`src/rtl/quad_gen_mmio_if.sv`:
```
// MMIO bus bundle for the quadrature generator: byte address, write/read strobes, data.
// Latency: bus_rdata is valid one clock after the cycle that carries bus_re.
// Backpressure: none; every access completes in a single cycle.
//
// Ports (master view): bus_addr[31:0], bus_we, bus_re, bus_wdata[31:0] out; bus_rdata[31:0] in.
interface quad_gen_mmio_if;
  logic [31:0] bus_addr;
  logic        bus_we;
  logic        bus_re;
  logic [31:0] bus_wdata;
  logic [31:0] bus_rdata;

  modport master (
    output bus_addr, bus_we, bus_re, bus_wdata,
    input  bus_rdata
  );

  modport slave (
    input  bus_addr, bus_we, bus_re, bus_wdata,
    output bus_rdata
  );
endinterface

```
`src/rtl/quad_gen_mmio.sv`:
```
// MMIO quadrature generator: walks enc_a/enc_b through the Gray sequence, N edges or forever.
// Latency: reads return 1 clock after bus_re; the first edge lands PERIOD clocks after START.
// Backpressure: none; bus accepts every cycle, START while busy is dropped.
//
// Ports: clk, reset (sync, active-high), bus (slave modport of quad_gen_mmio_if),
//        enc_a / enc_b registered quadrature outputs.
module quad_gen_mmio #(
  parameter int PERIOD_W = 16
) (
  input  logic            clk,
  input  logic            reset,
  quad_gen_mmio_if.slave  bus,
  output logic            enc_a,
  output logic            enc_b
);

  localparam logic [7:0] A_CTRL   = 8'h00;
  localparam logic [7:0] A_STATUS = 8'h04;
  localparam logic [7:0] A_STEPS  = 8'h08;
  localparam logic [7:0] A_PERIOD = 8'h0C;
  localparam logic [7:0] A_REMAIN = 8'h10;
  localparam logic [7:0] A_PHASE  = 8'h14;

  typedef enum logic {IDLE, RUN} state_t;

  state_t              state, state_nxt;
  logic                enable, cont, done, dir, run_cont;
  logic [31:0]         steps, remain;
  logic [PERIOD_W-1:0] period, run_period, timer;

  logic [7:0]          addr;
  logic                ctrl_wr;
  logic                start_go, abort_go, edge_go, last_edge;
  logic [PERIOD_W-1:0] period_eff;
  logic [31:0]         steps_mag;
  logic [31:0]         rd_mux;
  logic                unused_addr;

  assign addr        = bus.bus_addr[7:0];
  assign unused_addr = ^bus.bus_addr[31:8];
  assign ctrl_wr     = bus.bus_we && (addr == A_CTRL);
  assign period_eff  = (period == '0) ? PERIOD_W'(1) : period;
  // Two's-complement magnitude; 0x80000000 maps onto itself, i.e. 2^31 unsigned.
  assign steps_mag   = steps[31] ? (~steps + 32'd1) : steps;

  // Next-state and per-cycle strobes. Abort beats a coincident timer expiry.
  always_comb begin
    state_nxt = state;
    start_go  = 1'b0;
    abort_go  = 1'b0;
    edge_go   = 1'b0;
    last_edge = 1'b0;
    case (state)
      IDLE: begin
        if (ctrl_wr && bus.bus_wdata[1] && !bus.bus_wdata[2] && bus.bus_wdata[0] &&
            ((steps != 32'd0) || bus.bus_wdata[3])) begin
          start_go  = 1'b1;
          state_nxt = RUN;
        end
      end
      RUN: begin
        if (ctrl_wr && (bus.bus_wdata[2] || !bus.bus_wdata[0])) begin
          abort_go  = 1'b1;
          state_nxt = IDLE;
        end else if (timer == PERIOD_W'(1)) begin
          edge_go = 1'b1;
          if (!run_cont && (remain == 32'd1)) begin
            last_edge = 1'b1;
            state_nxt = IDLE;
          end
        end
      end
      default: state_nxt = IDLE;
    endcase
  end

  always_comb begin
    rd_mux = 32'd0;
    case (addr)
      A_CTRL:   rd_mux = {28'd0, cont, 2'b00, enable};
      A_STATUS: rd_mux = {29'd0, dir, done, (state == RUN)};
      A_STEPS:  rd_mux = steps;
      A_PERIOD: rd_mux = {{(32-PERIOD_W){1'b0}}, period};
      A_REMAIN: rd_mux = remain;
      A_PHASE:  rd_mux = {30'd0, enc_a, enc_b};
      default:  rd_mux = 32'd0;
    endcase
  end

  always_ff @(posedge clk) begin
    if (reset) begin
      state         <= IDLE;
      bus.bus_rdata <= 32'd0;
      enc_a         <= 1'b0;
      enc_b         <= 1'b0;
      enable        <= 1'b0;
      cont          <= 1'b0;
      steps         <= 32'd0;
      period        <= PERIOD_W'(1);
      done          <= 1'b0;
      dir           <= 1'b0;
      remain        <= 32'd0;
      run_cont      <= 1'b0;
      run_period    <= PERIOD_W'(1);
      timer         <= PERIOD_W'(1);
    end else begin
      state <= state_nxt;
      if (bus.bus_re) bus.bus_rdata <= rd_mux;

      // Register writes land regardless of run state; STEPS/PERIOD only matter at START.
      if (ctrl_wr) begin
        enable <= bus.bus_wdata[0];
        cont   <= bus.bus_wdata[3];
      end
      if (bus.bus_we && (addr == A_STEPS))  steps  <= bus.bus_wdata;
      if (bus.bus_we && (addr == A_PERIOD)) period <= bus.bus_wdata[PERIOD_W-1:0];

      if (start_go) begin
        dir        <= steps[31];
        remain     <= steps_mag;
        run_cont   <= bus.bus_wdata[3];
        run_period <= period_eff;
        timer      <= period_eff;
        done       <= 1'b0;
      end else if ((state == RUN) && !abort_go) begin
        if (edge_go) begin
          timer <= run_period;
          // Forward 00->10->11->01: A takes ~B, B takes A. Reverse is the inverse step.
          if (dir) begin
            enc_a <= enc_b;
            enc_b <= ~enc_a;
          end else begin
            enc_a <= ~enc_b;
            enc_b <= enc_a;
          end
          if (!run_cont) remain <= remain - 32'd1;
          if (last_edge) done <= 1'b1;
        end else begin
          timer <= timer - PERIOD_W'(1);
        end
      end
    end
  end

endmodule
```
`src/flat_wrapper.sv`:
```
// flat-port wrapper written by rule: the top's interface ports become plain ports
module quad_gen_mmio_flat 
#(
  parameter int PERIOD_W = 16
)
  (clk, reset, enc_a, enc_b, bus_bus_addr, bus_bus_we, bus_bus_re, bus_bus_wdata, bus_bus_rdata);
  quad_gen_mmio_if bus_i ();
  input  logic clk;
  input  logic reset;
  output logic enc_a;
  output logic enc_b;
  input wire logic [$bits(bus_i.bus_addr)-1:0] bus_bus_addr;
  input wire logic [$bits(bus_i.bus_we)-1:0] bus_bus_we;
  input wire logic [$bits(bus_i.bus_re)-1:0] bus_bus_re;
  input wire logic [$bits(bus_i.bus_wdata)-1:0] bus_bus_wdata;
  output wire logic [$bits(bus_i.bus_rdata)-1:0] bus_bus_rdata;
  assign bus_i.bus_addr = bus_bus_addr;
  assign bus_i.bus_we = bus_bus_we;
  assign bus_i.bus_re = bus_bus_re;
  assign bus_i.bus_wdata = bus_bus_wdata;
  assign bus_bus_rdata = bus_i.bus_rdata;
  quad_gen_mmio #(.PERIOD_W(PERIOD_W)) u_core (.clk(clk), .reset(reset), .bus(bus_i), .enc_a(enc_a), .enc_b(enc_b));
endmodule
```
`config.mk`:
```
export PLATFORM = sky130hd
export DESIGN_NAME = quad_gen_mmio_flat
export DESIGN_NICKNAME = d
export VERILOG_FILES = /design/src/rtl/quad_gen_mmio_if.sv /design/src/rtl/quad_gen_mmio.sv /design/src/flat_wrapper.sv
export SDC_FILE = /design/constraint.sdc
export NUM_CORES = 1
export LEC_CHECK = 0
export BUFFER_PORTS_ARGS = -buffer_cell sky130_fd_sc_hd__buf_2
export CAP_MARGIN = 5
export CORE_MARGIN = 1
export CORE_UTILIZATION = 53
export CTS_CLUSTER_DIAMETER = 100
export CTS_CLUSTER_SIZE = 14
export DETAILED_ROUTE_END_ITERATION = 6
export PLACE_DENSITY = 0.78
export SLEW_MARGIN = 10
export SYNTH_ARGS = -nofsm -noshare
export SYNTH_HDL_FRONTEND = slang
export SYNTH_SLANG_ARGS = --single-unit
```
`constraint.sdc`:
```
create_clock -name clk -period 2.3 [get_ports clk]
set_input_delay 0.23 -clock clk [delete_from_list [all_inputs] [get_ports clk]]
set_output_delay 0.23 -clock clk [all_outputs]
set_load 0.03 [all_outputs]
```
---- Word-level counts from Yosys, hierarchy flattened ----
Cells that the tools add are included.
storage, ports and cells
  logic and storage cells ................. 82
  bits in writable memories ............... 0
  bits in registers ....................... 152
  memories ................................ 0
  latch bits .............................. 0
  bits in read-only memories .............. 0
  input bits .............................. 68
cells by class
  multipliers ............................. 0
  order comparisons ....................... 0
  mux-type cells .......................... 27
  add/subtract/negate cells ............... 3
  bitwise operators ....................... 5
  shift-type cells ........................ 0
  reduce and logical (&&, ||, !) cells .... 25
  equality and inequality tests ........... 8
  divide/modulo/power cells ............... 0
operators with widths
  operator                                            count
  one-hot mux 32 bit (6 select lines)                 1
  two-way mux 32 bit                                  5
  two-way mux 16 bit                                  4
  adder 32 x 1 -> 32 bit, second input constant       1
  == test 32 x 1 -> 1 bit, second input constant      1
  NOT 32 bit                                          1
  nonzero test 32 bit                                 1
  subtractor 32 x 1 -> 32 bit, second input constant  1
  == test 16 x 1 -> 1 bit, second input constant      1
  == test 8 x 4 -> 1 bit, second input constant       2
  == test 8 x 5 -> 1 bit, second input constant       2
  zero test 16 bit                                    1
  two-way mux 1 bit                                   16
  subtractor 16 x 1 -> 16 bit, second input constant  1
  logical AND 1 bit                                   10
  AND reduction 3 bit                                 3
  == test 8 x 3 -> 1 bit, second input constant       1
  zero test 8 bit                                     1
  zero test 1 bit                                     4
  NOT 1 bit                                           4
  nonzero test 2 bit                                  2
  logical OR 1 bit                                    2
  != test 2 bit, second input constant                1
  one-hot mux 1 bit (2 select lines)                  1
  OR reduction 2 bit                                  1

---- Depth between registers and ports, before layout ----
Gate-level depths: netlist of the first run.
  depth after elaboration ................. 10
  depth in mapped cells ................... 10
  gate-level depth less buffers ........... 8

---- Least setup slack after synthesis of the first run ----
No wires, ideal clock.
  path kind ............................... flip-flop to flip-flop
  from .................................... reg u_core.steps[15]
  to ...................................... reg u_core.timer[9]
  path slack .............................. -0.048 ns
  setup time .............................. 0.128 ns
  buffers on the path ..................... 3
  data arrival time ....................... 2.221 ns
  period minus slack after synthesis ...... 2.348 ns
  cell stages (with the launch flop) ...... 10
  path through ............................ dfxtp_1 > buf_6 > or4_4 > or3_1 > buf_4 > nor4_4 > a31oi_1 > buf_2 > a221oi_2 > nor2_1
on the way
  cells in the longest elaborated chain, start to end .. 6
  elaborated cells between the ends (all ways) .. 7
  classes of those cells .................. mux (3); reduce/logical (4)
ends and longest elaborated chain
  what                                                      line                  source
  from (decl)                                               quad_gen_mmio.sv:28   logic [31:0] steps, remain;
  from (signal assigned)                                    quad_gen_mmio.sv:115  if (bus.bus_we && (addr == A_STEPS)) steps <= bus.bus_wdata;
  nonzero test 32 bit (*)                                   quad_gen_mmio.sv:56   ((steps != 32'd0) || bus.bus_wdata[3])) begin
  logical OR 1 bit (*)                                      quad_gen_mmio.sv:56
  logical AND 1 bit (*)                                     quad_gen_mmio.sv:55   if (ctrl_wr && bus.bus_wdata[1] && !bus.bus_wdata[2] && bus.bus_wdata[0] &&
  two-way mux 1 bit (*)                                     quad_gen_mmio.sv:55
  two-way mux 1 bit (*)                                     quad_gen_mmio.sv:53   case (state)
  two-way mux 16 bit or nonzero test 2 bit (tied branches)  --
  to (signal assigned)                                      quad_gen_mmio.sv:123  timer <= period_eff;
  to (signal assigned)                                      quad_gen_mmio.sv:127  timer <= run_period;
  to (signal assigned)                                      quad_gen_mmio.sv:139  timer <= timer - PERIOD_W'(1);
  to (decl)                                                 quad_gen_mmio.sv:29   logic [PERIOD_W-1:0] period, run_period, timer;
Mark *: on every way between the ends. The rest lies on a longest branch, timed or not.
A chain may end at the register's enable or synchronous reset.

---- Final worst setup path of the first run ----
  from .................................... reg u_core.steps[16]
  to ...................................... reg u_core.timer[14]
Same word-level chain as after synthesis.

==> flow_summary.toml, run 1 <==
[hold_path]
min_path_type = "in -> reg"

[critical_path]
criticalPathCategory = "reg -> reg"
crit_required_ns = 2.66
critPathMaxFanout = 4
cp-end-kind = "flop"
worstPathArrival_ns = 2.97
cp-start-kind = "flop"

[timing]
relSlewSlack_pct = 52.1
tightestPinTransition_ns = 0.719
clock_skew_ns = 0.0147
grt_setup_unrepaired = "true"
setup_viol = 65
final.setup.worst_slack_ns = -0.310
fin_crit_sh_pct = 113
period_minus_slack_ns = 2.61
drv_slew = 0
final_hold_viol_count = 0
fmax_mhz = 383

[yosys]
synth_cells = 989
synth_area_mm2 = 0.00807
yosysTopAreaCellShare_pct = 37.7
syn-num-nets = 1062
avgSynthCellArea_um2 = 8.16
post-synth-top-count-cell = "dfxtp_1"
synth_edf_count = 0
ys_ff_latch = 152
synth_common_cells = "dfxtp_1 (152), nand2_1 (150), nor2_1 (111)"
synth-async-reset-ratio_pct = 0
synth_warnings = 0
seq_area_frac_synth_pct = 37.7
synth_cell_types = 68
synth_flop_cell = "dfxtp_1"
ys_top_cells_by_area = "dfxtp_1 (38%), nand2_1 (7.0%), a21oi_1 (5.3%)"
synth_top_area_cell = "dfxtp_1"

[grt]
overflow = 0
grt_max_degree = 61
grt_antenna_before_repair = 0
grt_pass1_wl_mm = 41.5
grtUsageTotal_pct = 33.8
use_met2_pct = 50.0
use_met3_pct = 7.87
grt_pass1_vias = 7771
use_met1_pct = 46.9
top_usage_layer = "met2"

[clocking]
clk_pin_slew_ns = 0.07
root_buffer = "clkbuf_16"
cts_buffers = 17
clock_path_buffers = 2
cts.sinks = 152
htree_num_levels = 4
insertion_delay_ns = 0.44
cts_tree = "done"
ctsHoldBuffers = 0

[route]
drt_iter0_drc = 1443
routedWlPerCell_um = 21.5
drt_pre_antenna_iters = 7
wirelength_mm = 28.7
ant_nets = 0
via_per_inst = 6.54
vias = 8723
drc = 10

[die]
die_w_um = 125
start_util_pct = 54.9
die_h_um = 125
ios = 102
num_rows = 44
core_area_mm2 = 0.0147
die_area_mm2 = 0.0157

[pwr]
vdd_drop_max_mv = 0.546
power_density_mw_per_mm2 = 515
finalPower_mw = 5.46
cellLeakagePower_nw = 4.18

[place]
dp_slack_ns = -0.194
io_buffer_count = 77
hpwlAfterDp_mm = 17.2
routabilityCongestion = 0.975

[run_status]
violations = "DRC, setup timing"
status = "finished, violations left"

[finish]
fin_nets = 1210
drive_gt1_share_pct = 28.7
syn_to_final_growth_pct = 31.5
antenna_cells = 0

[flow_run]
maxCapViolCount = 0
path summary, 6_finish.rpt:
check | cells after the start | slack, ns | endpoint | from
worst max-delay path | 8 | -0.31 | u_core.timer[14]$_SDFFE_PP0P_ | u_core.steps[16]$_SDFFE_PP0P_
worst min-delay path | 3 | 0.03 | u_core.steps[18]$_SDFFE_PP0P_ | bus_bus_wdata[18]
worst max register to register | 8 | -0.31 | u_core.timer[14]$_SDFFE_PP0P_ | u_core.steps[16]$_SDFFE_PP0P_
worst min register to register | 2 | 0.46 | u_core.run_period[9]$_SDFFE_PP0P_ | u_core.run_period[9]$_SDFFE_PP0P_
layout make-up:
| class | instances | area (µm²) |
|---|---|---|
| multi-input combinational | 753 | 5090 |
| fill | 961 | 4090 |
| sequential | 152 | 3050 |
| timing repair buffer | 198 | 1640 |
| clock buffer | 18 | 429 |
| tap | 184 | 230 |
| clock inverter | 14 | 114 |
| inverter | 15 | 56.3 |
metal layers:
layer,vias up,wire (µm)
li1,3853,-
met3,163,3410
met5,-,0
met4,0,1510
met1,4028,11600
met2,679,12100
power breakdown:
part	total (mW)	leakage [nW]	switching, mW	internal [mW]
logic	0.203	2.70	0.136	0.0676
clock network	2.62	0.255	1.22	1.40
registers	2.64	1.22	0.00219	2.63
total	5.46	4.18	1.36	4.10
per-stage QoR:
stage / cells / area [µm²] / hold slack, ns / TNS, ns / util, %
after global placement: 1276 / 9150 / 0.441 / -3.90 / 62.3
after CTS: 1326 / 10200 / 0.0130 / -5.13 / 69.5
final: 1334 / 10600 / 0.0266 / -9.30 / 72.2
after floorplan: 989 / 8090 / 0.326 / -0.457 / -
after global routing: 1334 / 10600 / 0.0329 / -12.48 / 72.2
after detailed placement: 1276 / 9150 / 0.444 / -6.43 / 62.3
logic make-up (layout without fill, tap and decap cells):
group                      count (synthesis)  count (layout)  share of synthesized area, %
and+or+nand+nor                          394             394                          23.4
AOI/OAI and AO/OA                        256             256                          22.0
DFF                                      152             152                          37.7
buffers and inverters                     84             245                          4.92
xor gates and xnor gates                  62              62                          6.73
muxes                                     36              36                          4.47
adders and majority gates                  5               5                         0.776
layout by cell type, fill, tap and decap left out, types with 6 or more instances in the layout:
cell / Yosys / layout
nor2_1: 111 / 98
a21oi_2: 1 / 7
a22o_1: 16 / 16
xor2_1: 43 / 43
buf_6: 6 / 16
nand2b_1: 6 / 6
nor2_2: 2 / 8
o41ai_4: 1 / 7
nor2_4: 0 / 7
buf_12: 0 / 10
inv_1: 15 / 15
a21oi_1: 85 / 78
xnor2_1: 19 / 18
buf_2: 5 / 76
nand3_1: 23 / 23
mux2i_1: 36 / 36
nand4_1: 6 / 6
o211ai_1: 6 / 6
inv_6: 0 / 7
nand2_2: 4 / 11
nand2_1: 150 / 141
dfxtp_1: 152 / 150
buf_4: 8 / 88
nor4_1: 21 / 17
nor3_1: 20 / 15
a211oi_2: 9 / 13
a31oi_1: 7 / 6
clkbuf_16: 0 / 20
o22ai_1: 9 / 8
nand4b_1: 7 / 7
a211oi_1: 19 / 15
o21ai_0: 30 / 30
or4_4: 3 / 7
a22oi_1: 29 / 29
registers in the layout, summed over array words and instances, names as in the netlist:
register and flops:
u_core.bus.bus_rdata 32, u_core.cont 1, u_core.dir 1, u_core.done 1, u_core.enable 1, u_core.enc_a 1
u_core.enc_b 1, u_core.period 16, u_core.remain 32, u_core.run_cont 1, u_core.run_period 16, u_core.state 1
u_core.steps 32, u_core.timer 16
worst max-delay path: stages (launching register included):
cell     delay [ns]
dfxtp_2        0.32
or4_4          0.53
or3_4          0.41
nor4_4         0.32
buf_4          0.20
a31oi_1        0.13
buf_4          0.21
a211o_1        0.26
a21oi_1        0.16
what timing repair did:
item                                    CTS  global route
pin swaps                                21            43
setup buffers                            11             7
resized for setup                        49            64
endpoints found under the setup margin   64            68
hold endpoints to repair                  0             0
gates cloned                              7             3
No activity file was read; power rests on OpenSTA's default activity.
==> inputs of run 2 (changes only) <==
- MAX_ROUTING_LAYER: unset -> met4
==> flow_summary.toml, run 2 (synthesis gave the netlist of run 1 again) <==
[critical_path]
cp-end-kind = "flop"
worstPathArrival_ns = 2.79
r2r_cells = 10
max_stage_delay_ns = 0.53
cp_cell_sequence = "buf_4, buf_6, or4_4, nor4_4, buf_4, a41oi_4, clkbuf_16, buf_12, nor2_1, a211oi_2"
crit_path_top_delay_cell = "or4_4"
critPathMaxFanout = 14
crit_required_ns = 2.58
path_common_cell = "buf_4"
cp-start-kind = "flop"
criticalPathCategory = "reg -> reg"

[pwr]
finalPower_mw = 5.74
switching_share_pct = 23.1
cellLeakagePower_nw = 4.25
vdd_drop_max_mv = 0.583
seqPwrFrac_pct = 45.9
clockPowerShare_pct = 50.5
p_int_mw = 4.42
power_density_mw_per_mm2 = 532
combPwrFrac_pct = 3.6
p_switching_mw = 1.32

[clocking]
root_buffer = "clkbuf_16"
cts_tree = "done"
htree_num_levels = 4
cts.sinks = 152
clk_pin_slew_ns = 0.07
insertion_delay_ns = 0.44
ctsHoldBuffers = 0
clock_path_buffers = 2
cts_buffers = 17

[hold_path]
hold_depth = 3
min_path_type = "in -> reg"

[timing]
period_minus_slack_ns = 2.52
drv_slew = 0
fmax_mhz = 398
grt_setup_unrepaired = "true"
final.setup.worst_slack_ns = -0.215
fin_crit_sh_pct = 109
clock_skew_ns = 0.0116
setup_viol = 67
final_hold_viol_count = 0
tightestPinTransition_ns = 0.773
relSlewSlack_pct = 48.3
holdWs_ns = 0.0209
tns_ns = -7.86

[finish]
top_regs = "u_core.bus.bus_rdata (32), u_core.remain (32), u_core.steps (32)"
finalInstanceArea_mm2 = 0.0108
syn_to_final_growth_pct = 33.8
seq_area_mm2 = 0.00305
layout_commonest_cell = "dfxtp_1"
fin_nets = 1216
n_fill_cell = 926
final_cell_mix = "dfxtp_1 (149), nand2_1 (137), nor2_1 (99)"
fin_cells = 1340
drive_gt1_share_pct = 30.1
multiInputGateArea_mm2 = 0.00517
antenna_cells = 0
postLayoutCoreUtil_pct = 73.4

[place]
routabilityCongestion = 0.975
io_buffer_count = 77
dp_slack_ns = -0.233
hpwlAfterDp_mm = 17.1
place_area_mm2 = 0.00918
placed_cells = 1280

[route]
drt_iter0_drc = 1342
vias = 8876
wirelength_mm = 29.7
drc = 6
routedWlPerCell_um = 22.1
drt_pre_antenna_iters = 7
via_per_inst = 6.62
ant_nets = 0

[run_status]
violations = "DRC, setup timing"
status = "finished, violations left"

[grt]
grtUsageTotal_pct = 33.2
grt_pass1_vias = 7304
overflow = 0
grt_max_degree = 60
grt_antenna_before_repair = 0
grt_pass1_wl_mm = 39.6

[die]
ios = 102
num_rows = 44
die_h_um = 125
die_w_um = 125
core_area_mm2 = 0.0147
die_area_mm2 = 0.0157
start_util_pct = 54.9

[flow_run]
maxCapViolCount = 0
==> run 2: cell count changes in the layout (fill, tap and decap cells not counted), sizes merged <==
cell	change
inv	-5
bufbuf	-1
clkbuf	+3
clkinv	+1
buf	+5
bufinv	+3
==> run 2: cell type report <==
class                      count  area share, %
clock buffer                  19           4.01
clock inverter                13           1.59
inverter                      15          0.522
multi-input combinational    753           47.9
sequential                   152           28.2
tap                          184           2.13
timing repair buffer         204           15.6
==> run 2: final timing paths <==
| check | startpoint | to | slack, ns |
|---|---|---|---|
| hold reg to reg | u_core.run_period[11]$_SDFFE_PP0P_ | u_core.run_period[11]$_SDFFE_PP0P_ | 0.46 |
| setup / recovery | u_core.steps[18]$_SDFFE_PP0P_ | u_core.remain[5]$_SDFFE_PP0P_ | -0.22 |
| setup reg to reg | u_core.steps[18]$_SDFFE_PP0P_ | u_core.remain[5]$_SDFFE_PP0P_ | -0.22 |
| hold / removal | bus_bus_wdata[18] | u_core.steps[18]$_SDFFE_PP0P_ | 0.02 |
==> run 2: power groups by stage <==
stage / registers [mW] / logic [mW] / clock network (mW)
2_1_floorplan: 2.70 / 0.0944 / 0
3_3_place_gp: 2.69 / 0.178 / 0
3_5_place_dp: 2.69 / 0.182 / 0
6_report: 2.64 / 0.207 / 2.90
4_1_cts: 2.64 / 0.187 / 2.89
5_1_grt: 2.63 / 0.216 / 3.03
==> run 2: worst max-delay path, delay by kind of cell, from the launching register on <==
family          cells  cell delay [ns]
flops               1             0.32
compound gates      2             0.25
buf+inv             5             0.78
simple gates        3             0.99
==> run 2: what timing repair did <==
action / in CTS / in global routing
pin swaps: 18 / 49
cloned: 2 / 6
setup endpoints to repair: 65 / 68
setup buffers: 7 / 13
gates resized for setup: 42 / 88
==> run 2: layer usage <==
| layer | part of all wire, % | vias to the layer above | track usage (%) |
|---|---|---|---|
| met5 | 0 | - | - |
| met4 | 5.9 | 0 | 12.7 |
| met3 | 14 | 188 | 8.04 |
| met2 | 42 | 747 | 45.4 |
| met1 | 39 | 4084 | 46.8 |
| li1 | - | 3857 | - |
==> inputs of run 3 (changes only) <==
--- a/config.mk
+++ b/config.mk
@@ -9,2 +9,3 @@
 export CAP_MARGIN = 5
+export CORE_ASPECT_RATIO = 1.75
 export CORE_MARGIN = 1
==> constraint.sdc (replaced) <==
create_clock -name clk -period 2.3 [get_ports clk]
set_input_delay 0.115 -clock clk [delete_from_list [all_inputs] [get_ports clk]]
set_output_delay 0.115 -clock clk [all_outputs]
set_load 0.03 [all_outputs]
==> flow_summary.toml, run 3 (synthesis gave the netlist of run 1 again) <==
[grt]
overflow = 0
use_met2_pct = 64.3
grtUsageTotal_pct = 39.8
use_met1_pct = 37.3
use_met3_pct = 10.5
grt_antenna_before_repair = 2
grt_max_degree = 56
grt_pass1_vias = 8543
top_usage_layer = "met2"
grt_pass1_wl_mm = 45.1

[flow_run]
maxCapViolCount = 0

[clocking]
root_buffer = "clkbuf_16"
htree_num_levels = 4
clock_path_buffers = 2
cts_tree = "done"
clk_pin_slew_ns = 0.07
insertion_delay_ns = 0.43
cts_buffers = 17
cts.sinks = 152

[hold_path]
min_path_type = "in -> reg"
hold_start = "bus_bus_wdata[2]"
hold_depth = 3
hold_path_end = "u_core.steps[2]$_SDFFE_PP0P_"

[run_status]
status = "finished, violations left"
violations = "setup timing"

[critical_path]
worstPathArrival_ns = 2.86
cp-end-kind = "flop"
cp.buffers_inverters = 2
path_common_cell = "buf_4"
crit_family = "simple AND/OR/NAND/NOR gates"
criticalPathCategory = "reg -> reg"
cp_cell_sequence = "or4_4, or3_4, buf_4, buf_4, nor3_1, a21o_1, xor2_2, a211oi_1"
max_stage_delay_ns = 0.54
timing.rr.start = "u_core.steps[16]$_SDFFE_PP0P_"
cp-start-kind = "flop"
r2r_cells = 8
reg2reg_to = "u_core.remain[28]$_SDFFE_PP0P_"
crit_required_ns = 2.58
crit_path_top_delay_cell = "or4_4"
critPathMaxFanout = 9
reg2reg_slack_ns = -0.28

[finish]
layout_commonest_cell = "dfxtp_1"
seq_area_mm2 = 0.00305
top_regs = "u_core.bus.bus_rdata (32), u_core.remain (32), u_core.steps (32)"
final_cell_mix = "dfxtp_1 (147), nand2_1 (129), buf_4 (110)"
fin_nets = 1256
multiInputGateArea_mm2 = 0.00541
drive_gt1_share_pct = 33.1
n_fill_cell = 939
syn_to_final_growth_pct = 40.3
postLayoutCoreUtil_pct = 76.3

[pwr]
cellLeakagePower_nw = 4.44
vdd_drop_max_mv = 0.478
power_density_mw_per_mm2 = 514

[die]
die_h_um = 165
die_w_um = 95.3
core_area_mm2 = 0.0148
num_rows = 59
die_area_mm2 = 0.0157
start_util_pct = 54.4
ios = 102

[timing]
final.setup.worst_slack_ns = -0.276
period_minus_slack_ns = 2.58
fmax_mhz = 388
drv_slew = 0
relSlewSlack_pct = 31.5
setup_viol = 64
holdWs_ns = 0.0414
grt_setup_unrepaired = "true"
clock_skew_ns = 0.0137
fin_crit_sh_pct = 112
tightestPinTransition_ns = 1.02
final_hold_viol_count = 0

[place]
hpwlAfterDp_mm = 18.9
io_buffer_count = 77
routabilityCongestion = 1.04

[route]
ant_nets = 0
routedWlPerCell_um = 24.1
wirelength_mm = 33.3
drt_pre_antenna_iters = 6
drt_iter0_drc = 1006
via_per_inst = 6.70
drc = 0
vias = 9242
run 3: changes by cell type in the layout (fill, tap and decap cells not counted), sizes merged:
cell         previous run  this run
buf                   199       208
clkbuf                 24        22
clkinv                  4         1
diode                   0         2
dlygate4sd3             0        31
inv                    17        20
run 3: per-stage QoR:
step | cell area, µm² | setup slack [ns] | power, mW | TNS [ns] | cells
final | 11300 | -0.276 | 5.82 | -6.71 | 1379
after CTS | 10400 | -0.0826 | 5.77 | -1.90 | 1357
after global routing | 11300 | -0.550 | 5.92 | -9.43 | 1379
after floorplan | 8090 | -0.0413 | 2.79 | -0.457 | 989
after detailed placement | 9260 | -0.125 | 2.88 | -3.41 | 1289
after global placement | 9260 | -0.108 | 2.88 | -1.50 | 1289
run 3: area by class of cell:
cell class                 instances  area share (%)
multi-input combinational        753            47.8
sequential                       152            26.9
timing repair buffer             244            17.4
clock buffer                      17            3.76
tap                              183            2.02
clock inverter                    13            1.49
inverter                          15           0.497
antenna                            2          0.0442
run 3: where the power goes:
| group | switching, mW | internal (mW) | total [mW] |
|---|---|---|---|
| clock | 1.21 | 1.71 | 2.92 |
| combinational | 0.150 | 0.108 | 0.258 |
| sequential | 0.00232 | 2.63 | 2.64 |
run 3: worst max path at each step:
| stage | from | end | slack (ns) | cells after the start |
|---|---|---|---|---|
| 2_1_floorplan | u_core.steps[18]$_SDFFE_PP0P_ | u_core.timer[9]$_SDFFE_PP0P_ | -0.04 | 8 |
| 3_3_place_gp | bus_bus_addr[1] | u_core.remain[25]$_SDFFE_PP0P_ | -0.11 | 9 |
| 3_5_place_dp | u_core.steps[8]$_SDFFE_PP0P_ | u_core.remain[26]$_SDFFE_PP0P_ | -0.12 | 7 |
| 4_1_cts | u_core.steps[8]$_SDFFE_PP0P_ | u_core.remain[29]$_SDFFE_PP0P_ | -0.08 | 7 |
| 5_1_grt | u_core.timer[10]$_SDFFE_PP0P_ | u_core.remain[11]$_SDFFE_PP0P_ | -0.55 | 7 |
| 6_report | u_core.steps[16]$_SDFFE_PP0P_ | u_core.remain[28]$_SDFFE_PP0P_ | -0.28 | 8 |
run 3: what timing repair did:
item	4_1_cts	5_1_grt
pin swaps	4	85
hold endpoints to repair	45	0
buffers inserted	5	15
hold buffers	31	0
endpoints found under the setup margin	62	68
resized for setup	30	151
gates cloned	2	7
run 3: tightest hold or removal path, cell delays in order:
cell and delay [ns]:
buf_2 0.15, nand2_1 0.08, a21oi_1 0.07
run 3: per-layer routing:
layer  part of all wire (%)  up-vias
met4                     11        0
li1                       -     3944
met5                      0        -
met3                    9.2      306
met1                     31     4326
met2                     48      666
